<file path="config.mk">
export PLATFORM = sky130hd
export DESIGN_NAME = det3x3_seq_engine
export DESIGN_NICKNAME = d
export VERILOG_FILES = /design/src/rtl/det3x3_seq_engine.sv
export SDC_FILE = /design/constraint.sdc
export NUM_CORES = 1
export LEC_CHECK = 0
export CORE_ASPECT_RATIO = 1.5
export CORE_MARGIN = 4
export CORE_UTILIZATION = 50
export DETAILED_ROUTE_END_ITERATION = 10
export PLACE_DENSITY = 0.71
export RECOVER_POWER = 50
export SLEW_MARGIN = 20
export SYNTH_ARGS = -nofsm -noshare
export SYNTH_HDL_FRONTEND = slang
export SYNTH_SLANG_ARGS = --single-unit
</file>
<file path="constraint.sdc">
create_clock -name clock -period 13.8 [get_ports clock]
set_input_delay 4.14 -clock clock [delete_from_list [all_inputs] [get_ports clock]]
set_output_delay 4.14 -clock clock [all_outputs]
set_load 0.05 [all_outputs]
</file>
<file path="src/rtl/det3x3_seq_engine.sv">
// Sequential 3x3 signed determinant engine: streams in a row-major matrix, expands cofactors
// along row EXP_ROW with one shared multiplier. Optional macro DET_ZERO_SKIP_EN skips zero pivots.
module det3x3_seq_engine #(
    parameter int unsigned DATA_W  = 8,
    parameter int unsigned EXP_ROW = 0
) (
    input  logic                  clock,
    input  logic                  reset,
    input  logic                  in_valid,
    input  logic [DATA_W-1:0]     in_data,
    output logic                  in_ready,
    output logic                  out_valid,
    output logic [3*DATA_W+2:0]   out_det,
    input  logic                  out_ready,
    output logic                  busy
);

    localparam int unsigned DET_W = 3*DATA_W + 3;
    localparam int unsigned PW    = 2*DATA_W;      // element x element
    localparam int unsigned MNW   = 2*DATA_W + 1;  // 2x2 minor
    localparam int unsigned MW    = 3*DATA_W + 1;  // multiplier output
    localparam logic [1:0]  R0    = (EXP_ROW == 0) ? 2'd1 : 2'd0;
    localparam logic [1:0]  R1    = (EXP_ROW == 2) ? 2'd1 : 2'd2;
    localparam logic [1:0]  ER    = 2'(EXP_ROW);
    localparam logic        EXP_ODD = 1'(EXP_ROW % 2);

    generate
        if (EXP_ROW > 2 || DATA_W < 2) begin : g_bad_param
            $error("det3x3_seq_engine: EXP_ROW must be 0..2 and DATA_W >= 2");
        end
    endgenerate

    typedef enum logic [2:0] {IDLE, LOAD, P1, P2, C, OUT} state_e;

    state_e                     state_q, state_d;
    logic [3:0]                 k_q, k_d;
    logic [1:0]                 j_q, j_d;
    logic signed [DATA_W-1:0]   mat_q [9];
    logic signed [DATA_W-1:0]   mat_d [9];
    logic signed [PW-1:0]       prod_q, prod_d;
    logic signed [MNW-1:0]      minor_q, minor_d;
    logic signed [DET_W-1:0]    acc_q, acc_d;
    logic                       in_ready_q, out_valid_q, busy_q;

    logic signed [DATA_W-1:0]   mul_a, pivot;
    logic signed [MNW-1:0]      mul_b;
    logic signed [MW-1:0]       mul_p;
    logic signed [DET_W-1:0]    term;
    logic [1:0]                 c0, c1;
    logic                       neg, beat;

    function automatic logic [3:0] idx(input logic [1:0] r, input logic [1:0] c);
        return 4'(r) * 4'd3 + 4'(c);
    endfunction

    // Operand steering for the single shared multiplier
    always_comb begin
        c0    = (j_q == 2'd0) ? 2'd1 : 2'd0;
        c1    = (j_q == 2'd2) ? 2'd1 : 2'd2;
        pivot = mat_q[idx(ER, j_q)];
        mul_a = '0;
        mul_b = '0;
        case (state_q)
            P1: begin
                mul_a = mat_q[idx(R0, c0)];
                mul_b = MNW'(mat_q[idx(R1, c1)]);
            end
            P2: begin
                mul_a = mat_q[idx(R0, c1)];
                mul_b = MNW'(mat_q[idx(R1, c0)]);
            end
            C: begin
                mul_a = pivot;
                mul_b = minor_q;
            end
            default: ;
        endcase
        mul_p = MW'(mul_a) * MW'(mul_b);
        term  = DET_W'(mul_p);
        neg   = EXP_ODD ^ j_q[0];
        beat  = in_valid & in_ready_q;
    end

    always_comb begin
        state_d = state_q;
        k_d     = k_q;
        j_d     = j_q;
        mat_d   = mat_q;
        prod_d  = prod_q;
        minor_d = minor_q;
        acc_d   = acc_q;
        case (state_q)
            IDLE: if (beat) begin
                mat_d[0] = in_data;
                k_d      = 4'd1;
                state_d  = LOAD;
            end
            LOAD: if (beat) begin
                mat_d[k_q] = in_data;
                if (k_q == 4'd8) begin
                    k_d     = '0;
                    j_d     = '0;
                    acc_d   = '0;
                    state_d = P1;
                end else begin
                    k_d = k_q + 4'd1;
                end
            end
            P1: begin
`ifdef DET_ZERO_SKIP_EN
                if (pivot == '0) begin
                    if (j_q == 2'd2) begin
                        state_d = OUT;
                    end else begin
                        j_d     = j_q + 2'd1;
                        state_d = P1;
                    end
                end else begin
                    prod_d  = PW'(mul_p);
                    state_d = P2;
                end
`else
                prod_d  = PW'(mul_p);
                state_d = P2;
`endif
            end
            P2: begin
                minor_d = MNW'(prod_q) - MNW'(mul_p);
                state_d = C;
            end
            C: begin
                acc_d = neg ? (acc_q - term) : (acc_q + term);
                if (j_q == 2'd2) begin
                    state_d = OUT;
                end else begin
                    j_d     = j_q + 2'd1;
                    state_d = P1;
                end
            end
            OUT: if (out_ready) state_d = IDLE;
            default: state_d = IDLE;
        endcase
    end

    always_ff @(posedge clock or posedge reset) begin
        if (reset) begin
            state_q     <= IDLE;
            k_q         <= '0;
            j_q         <= '0;
            prod_q      <= '0;
            minor_q     <= '0;
            acc_q       <= '0;
            in_ready_q  <= 1'b1;
            out_valid_q <= 1'b0;
            busy_q      <= 1'b0;
            for (int i = 0; i < 9; i++) mat_q[i] <= '0;
        end else begin
            state_q     <= state_d;
            k_q         <= k_d;
            j_q         <= j_d;
            prod_q      <= prod_d;
            minor_q     <= minor_d;
            acc_q       <= acc_d;
            in_ready_q  <= (state_d == IDLE) || (state_d == LOAD);
            out_valid_q <= (state_d == OUT);
            busy_q      <= (state_d != IDLE);
            mat_q       <= mat_d;
        end
    end

    assign in_ready  = in_ready_q;
    assign out_valid = out_valid_q;
    assign busy      = busy_q;
    assign out_det   = acc_q;

endmodule
</file>
# Word level (Yosys, flattened, before mapping)

Index checks and enable logic that the tools add are counted.

Bitwise gates (word level): 7
Mux-type cells: 43
Equal/unequal tests: 13
Reductions and logical operators: 12
Multipliers: 1
Order comparisons: 7
Add/sub/neg operators: 9

Operators with widths:

| operator                                   | count |
|---|---|
| binary-select mux 8 bit (select 4 bit)     | 5 |
| two-way mux 8 bit                          | 12 |
| two-way mux 27 bit                         | 3 |
| bitwise mux 72 bit                         | 1 |
| two-way mux 72 bit                         | 1 |
| one-hot mux 27 bit (2 select lines)        | 1 |
| one-hot mux 17 bit (3 select lines)        | 1 |
| demux 8 bit (select 4 bit)                 | 1 |
| >= comparator 5 bit, second input constant | 6 |
| adder 27 x 25 -> 27 bit                    | 1 |
| subtractor 27 x 25 -> 27 bit               | 1 |
| multiplier 8 x 17 -> 25 bit                | 1 |
| one-hot mux 8 bit (3 select lines)         | 1 |
| one-hot mux 3 bit (6 select lines)         | 1 |
| subtractor 16 x 17 -> 17 bit               | 1 |
| one-hot mux 8 bit (2 select lines)         | 1 |
| two-way mux 3 bit                          | 5 |
| NOT 4 -> 5 bit                             | 3 |
| two-way mux 4 bit                          | 3 |
| NOT 3 -> 5 bit                             | 2 |
| == test 3 bit, second input constant       | 3 |
| two-way mux 2 bit                          | 4 |
| != test 2 bit, second input constant       | 4 |
| one-hot mux 4 bit (2 select lines)         | 1 |
| 24 further kinds                           | 29 |

Output and inout bits: 30
Register bits after elaboration: 144
Input bits: 12

# Longest topological paths before layout

Word-level depth: 12
Gate-level depth with buffers: 41

# Worst setup path after synthesis

Ideal clock, no wire load.

Path type: reg-to-reg
Start: register j_q[0]
End: register acc_q[26], in the netlist out_det[26]
Stages on the path, launching flop included: 37
Setup time: 0.084 ns
Path slack: 5.016 ns
Path buffers: 4
Data arrival time: 8.700 ns
Path through: dfrtp_1 > buf_2 > clkbuf_8 > clkinv_1 > ha_1 > buf_1 > nor2_1 > a221oi_1 > a21oi_1 > clkbuf_1 > nand2b_1 > fa_1 > fa_1 > fa_1 > fa_1 > inv_1 > ha_1 > nand2_1 > or3b_2 > and2_1 > a21boi_0 > xnor2_1 > and3_1 > nand2_1 > nor4_1 > nor2_1 > xnor2_1 > ha_1 > and4_1 > nand2_1 > nor2_1 > o221ai_1 > a31oi_1 > a31oi_1 > and2_2 > mux2i_1 > mux2i_1

Word-level cells in the longest chain between the ends: 12

Ends and longest elaborated chain:

| item                                                                                             | RTL line | source |
|---|---|---|
| from (decl)                                                                                      | 37       | `logic [1:0] j_q, j_d;` |
| from (signal assigned)                                                                           | 160      | `j_q <= j_d;` |
| == test 2 bit / logical NOT 2 bit (equally long branches)                                        | 59, 58   |  |
| two-way mux 2 bit / two-way mux 1 bit (equally long branches)                                    | 59, 58   |  |
| adder 3 x 2 -> 4 bit, or another cell as far along                                               | 53       | `return 4'(r) * 4'd3 + 4'(c);` |
| NOT 4 -> 5 bit (implied by the code), or another cell as far along                               | 66       | `mul_b = MNW'(mat_q[idx(R1, c1)]);` |
| binary-select mux 8 bit (select 4 bit), on equally long branches                                 | -        |  |
| two-way mux 8 bit, on equally long branches (2 in a row)                                         | -        |  |
| one-hot mux 17 bit (3 select lines) / one-hot mux 8 bit (3 select lines) (equally long branches) | 63       | `case (state_q)` |
| multiplier 8 x 17 -> 25 bit                                                                      | 78       | `mul_p = MW'(mul_a) * MW'(mul_b);` |
| adder 27 x 25 -> 27 bit / subtractor 27 x 25 -> 27 bit (equally long branches)                   | 132      | `acc_d = neg ? (acc_q - term) : (acc_q + term);` |
| two-way mux 27 bit *                                                                             | 132      |  |
| one-hot mux 27 bit (2 select lines) *                                                            | 92       | `case (state_q)` |
| to (signal assigned)                                                                             | 152      | `acc_q <= '0;` |
| to (signal assigned)                                                                             | 163      | `acc_q <= acc_d;` |
| to (decl)                                                                                        | 42       | `logic signed [DET_W-1:0] acc_q, acc_d;` |

Mark *: on every way between the ends. The rest lies on a longest branch, timed or not. The select of a mux whose other input is x is not followed.
A chain may end at the register's enable or synchronous reset.

# Final worst setup path

Start: register j_q[1]
End: register acc_q[26], in the netlist out_det[26]

Word-level cells in the longest chain between the ends: 12

Ends and longest elaborated chain:

| item                                                                                             | RTL line |
|---|---|
| == test 2 bit / logical NOT 2 bit (equally long branches)                                        | 59, 58 |
| two-way mux 2 bit / two-way mux 1 bit (equally long branches)                                    | 59, 58 |
| adder 3 x 2 -> 4 bit, or another cell as far along                                               | 53 |
| NOT 4 -> 5 bit (implied by the code), or another cell as far along                               | 66 |
| binary-select mux 8 bit (select 4 bit), on equally long branches                                 | - |
| two-way mux 8 bit, on equally long branches (2 in a row)                                         | - |
| one-hot mux 17 bit (3 select lines) / one-hot mux 8 bit (3 select lines) (equally long branches) | 63 |
| multiplier 8 x 17 -> 25 bit *                                                                    | 78 |
| adder 27 x 25 -> 27 bit / subtractor 27 x 25 -> 27 bit (equally long branches)                   | 132 |
| two-way mux 27 bit *                                                                             | 132 |
| one-hot mux 27 bit (2 select lines) *                                                            | 92 |

Marks and branches as above.

==> out/metrics.csv <==
stage,metric,value,unit
synthesis,Seq cells post-synth,144,
worst_setup_path,Worst Path Buf+Inv,4,
worst_hold_path,hold crit path type,reg2reg,
floorplanning,die span in y,211.3,um
worst_setup_path,most frequent CP cell,fa_1,
floorplanning,initial core utilization,50.61,%
synthesis,Synth Warn #,0,
grt,grt ovf,0,
worst_setup_path,CP max stage cell,ha_1,
layout,Layout Utilization,55.49,%
layout,Non-Filler Instances,1873,
routing,Via density,5.704,
worst_setup_path,Top delay family on crit path,adder cells,
cts,CTS Root Cell,clkbuf_16,
layout,ratio of cells with drive above 1 in the final layout,11.04,%
floorplanning,Ports,42,
synthesis,"Seq/Total Area, Yosys",26.17,%
timing,clk_skew,18.84,ps
worst_setup_path,max incr delay on CP,850,ps
synthesis,Post-synth EDFFs,0,
outcome,failing checks,"capacitance limit, slew limit",
worst_setup_path,CP max FO,20,
worst_setup_path,CP startpoint kind,flop,
timing,Tcrit/Tclk final,72.57,%
floorplanning,Cell Rows,74,
worst_hold_path,Hold Startpoint,minor_q[14]$_DFFE_PP0P_,
timing,setup TNS,0,ps
worst_setup_path,worst-case reg-to-reg path depth,35,
routing,ANT nets after route,0,
worst_setup_path,Crit path required time,14170,ps
cts,post_cts resized,0,
routing,via count,10683,
worst_hold_path,Hold EP,minor_q[14]$_DFFE_PP0P_,
placement,Port Buffers,41,
run,MaxCap Viol Count,2,
routing,DR iter-0 viols,517,
synthesis,synthesized area per cell,9.245,sq um
power_and_ir_drop,Power Total,2.722,mW
grt,initial antenna violation count,0,
routing,drt pass-1 iters,5,
cts,CTS tree,yes,
worst_setup_path,Worst R2R End,out_det[26]$_DFFE_PP0P_,
routing,DRC Markers,0,
placement,DP HPWL,27040,um
synthesis,syn nets,1710,
outcome,outcome,"finished, violations left",
synthesis,asr flop ratio synth,100.0,%
worst_hold_path,Worst Hold Depth,2,
synthesis,synth unique cells,83,
worst_setup_path,reg2reg start,j_q[1]$_DFFE_PP0P_,
power_and_ir_drop,Power Density,180.2,nW/um^2
cts,CTS Sinks,144,
worst_setup_path,critical path class,reg2reg,
cts,latest clock arrival within the worst-skew pair,440,ps
timing,Worst Tran Pin Value,3618,ps
worst_setup_path,WP data arrival,10380,ps
cts,Hold Buf Count CTS,0,
cts,clk slew on worst S/H paths,70,ps
timing,Slew Limit Fails,147,
worst_setup_path,Crit. End Element,flop,
cts,# Post-CTS Setup Buffers,0,
synthesis,top_reg_cell synth,dfrtp_1,
routing,final wirelength,34500,um
timing,setup violators final,0,
grt,first-pass GRT wire length,56970,um
cts,H-tree Lvls,4,
synthesis,synthesized instance count,1490,
synthesis,Mapped Area,13780,sq um
power_and_ir_drop,Leak,6.836,nW
grt,largest net degree at the start of global routing,79,
layout,Final nets,1738,
placement,gpl congestion,0.9388,
timing,worst rel slew slack,-142.5,%
grt,number of global-route vias before repair,11305,
worst_setup_path,R2R Setup Slk,3790,ps
routing,wire per inst,18.42,um
timing,Fin. Hold Viols,0,
power_and_ir_drop,maximum VDD drop,0.0001251,V
floorplanning,die area,30330,sq um
timing,RSZ-0062 raised after global routing,no,
placement,placed cells,1841,
grt,GRT Total Usage,23.56,%
timing,shortest period the worst path allows,10010,ps
cts,CTS Buf Count,17,
cts,Clock Path Buffers,2,
layout,ant diodes,0,
timing,Max Freq,0.09986,GHz
floorplanning,DIE WIDTH,143.5,um
placement,DP Worst Slack,3988,ps
timing,final worst slack,3786,ps
layout,area grow syn2layout,9.655,%
floorplanning,core area,27220,sq um
logic make-up after synthesis:
kind of cell	after synthesis	share of synthesized area, %
xor gates and xnor gates	76	4.832
DFF	144	26.17
AOI/OAI and AO/OA	291	13.52
and+or+nand+nor	437	15.19
buffers and inverters	233	6.712
adders and majority gates	208	25.00
muxes	101	8.583
layout make-up:
type                    count  area [sq um]
clock inverters            14         177.7
fillers                  2480         12120
repair buffers             57         519.2
inverters                 185         695.7
flip-flops and latches    144          3605
multi-input cells        1113          9251
well taps                 342         427.9
clock buffers              18         429.2
power breakdown:
part	switching (mW)	internal (mW)	leakage [nW]
clock network	0.197	0.287	0.290
logic	0.878	0.643	4.75
registers	0.128	0.589	1.80
total	1.20	1.52	6.84
state kept, by name, indices dropped and copies added (netlist names), 2 cells and up:
| name | flops |
|---|---|
| state_q | 3 |
| prod_q | 16 |
| mat_q | 72 |
| out_det | 27 |
| j_q | 2 |
| k_q | 4 |
| minor_q | 17 |
through the flow:
stage               hold WS, ps  instance area (sq um)
floorplan                 443.6                  13780
global placement          457.9                  14510
detailed placement        465.1                  14510
CTS                       481.1                  15120
global route              502.6                  15110
finish                    481.8                  15110
worst max path at each step:
| stage | cells past startpoint | endpoint | start | slack, ps |
|---|---|---|---|---|
| after floorplan | 36 | out_det[26]$_DFFE_PP0P_ | j_q[0]$_DFFE_PP0P_ | 5020 |
| after global placement | 32 | out_det[26]$_DFFE_PP0P_ | j_q[1]$_DFFE_PP0P_ | 4220 |
| after detailed placement | 33 | out_det[26]$_DFFE_PP0P_ | state_q[2]$_DFF_PP0_ | 3990 |
| after CTS | 33 | out_det[26]$_DFFE_PP0P_ | state_q[2]$_DFF_PP0_ | 3930 |
| after global routing | 35 | out_det[26]$_DFFE_PP0P_ | j_q[1]$_DFFE_PP0P_ | 3010 |
| final | 35 | out_det[26]$_DFFE_PP0P_ | j_q[1]$_DFFE_PP0P_ | 3790 |
worst reg2reg max path: cells and delay by family (launching register included):
kind | cells | cell delay (ps)
AOI/OAI and AO/OA | 7 | 1300
xor gates and xnor gates | 2 | 430
adders and majority gates | 7 | 3390
buffers and inverters | 4 | 930
DFF | 1 | 740
muxes | 3 | 760
and+or+nand+nor | 12 | 2400
cell usage after synthesis (all sizes together) (5+ instances only):
master | n | area [sq um]
a211oi | 15 | 142.6
a21boi | 6 | 45.05
a21o | 14 | 105.1
a21oi | 86 | 434.2
a221oi | 6 | 52.55
a31oi | 11 | 68.82
and2 | 12 | 76.33
and3 | 14 | 92.59
and4 | 5 | 47.55
buf | 8 | 40.04
clkbuf | 40 | 190.2
dfrtp | 143 | 3578
fa | 112 | 2242
ha | 96 | 1201
inv | 184 | 690.7
mux2 | 67 | 754.5
mux2i | 27 | 270.3
mux4 | 7 | 157.7
nand2 | 115 | 431.7
nand2b | 22 | 145.1
nand3 | 32 | 160.2
nand4 | 5 | 31.28
nor2 | 151 | 569.3
nor2b | 15 | 93.84
nor3 | 14 | 81.33
nor3b | 5 | 37.54
nor4 | 5 | 31.28
o211ai | 7 | 57.55
o21ai | 87 | 439.2
o21bai | 8 | 60.06
o22ai | 9 | 56.30
o31ai | 13 | 102.6
or2 | 26 | 162.6
or3 | 5 | 36.28
xnor2 | 45 | 394.1
xor2 | 31 | 271.5
metal layers:
layer | GRT usage, % | vias to the layer above | wire length [um]
li1 | - | 5081 | -
met1 | 26.69 | 5351 | 13140
met2 | 45.47 | 186 | 19640
met4 | 7.895 | 0 | 1019
met5 | 0 | - | 0
met3 | 2.260 | 65 | 693
placed cells by master, fill, tap and decap left out, types with 14 or more instances in the layout:
master	instances
mux2_2	67
mux2i_1	27
a21oi_1	85
nand2b_1	21
nor2b_1	15
inv_1	183
dfrtp_1	143
fa_1	112
clkdlybuf4s50_1	33
xnor2_1	45
or2_2	23
nand2_1	114
nor2_1	149
a21o_1	14
clkbuf_16	17
nand3_1	32
o21ai_0	82
ha_1	96
xor2_1	31
No activity file was read; power rests on OpenSTA's default activity.
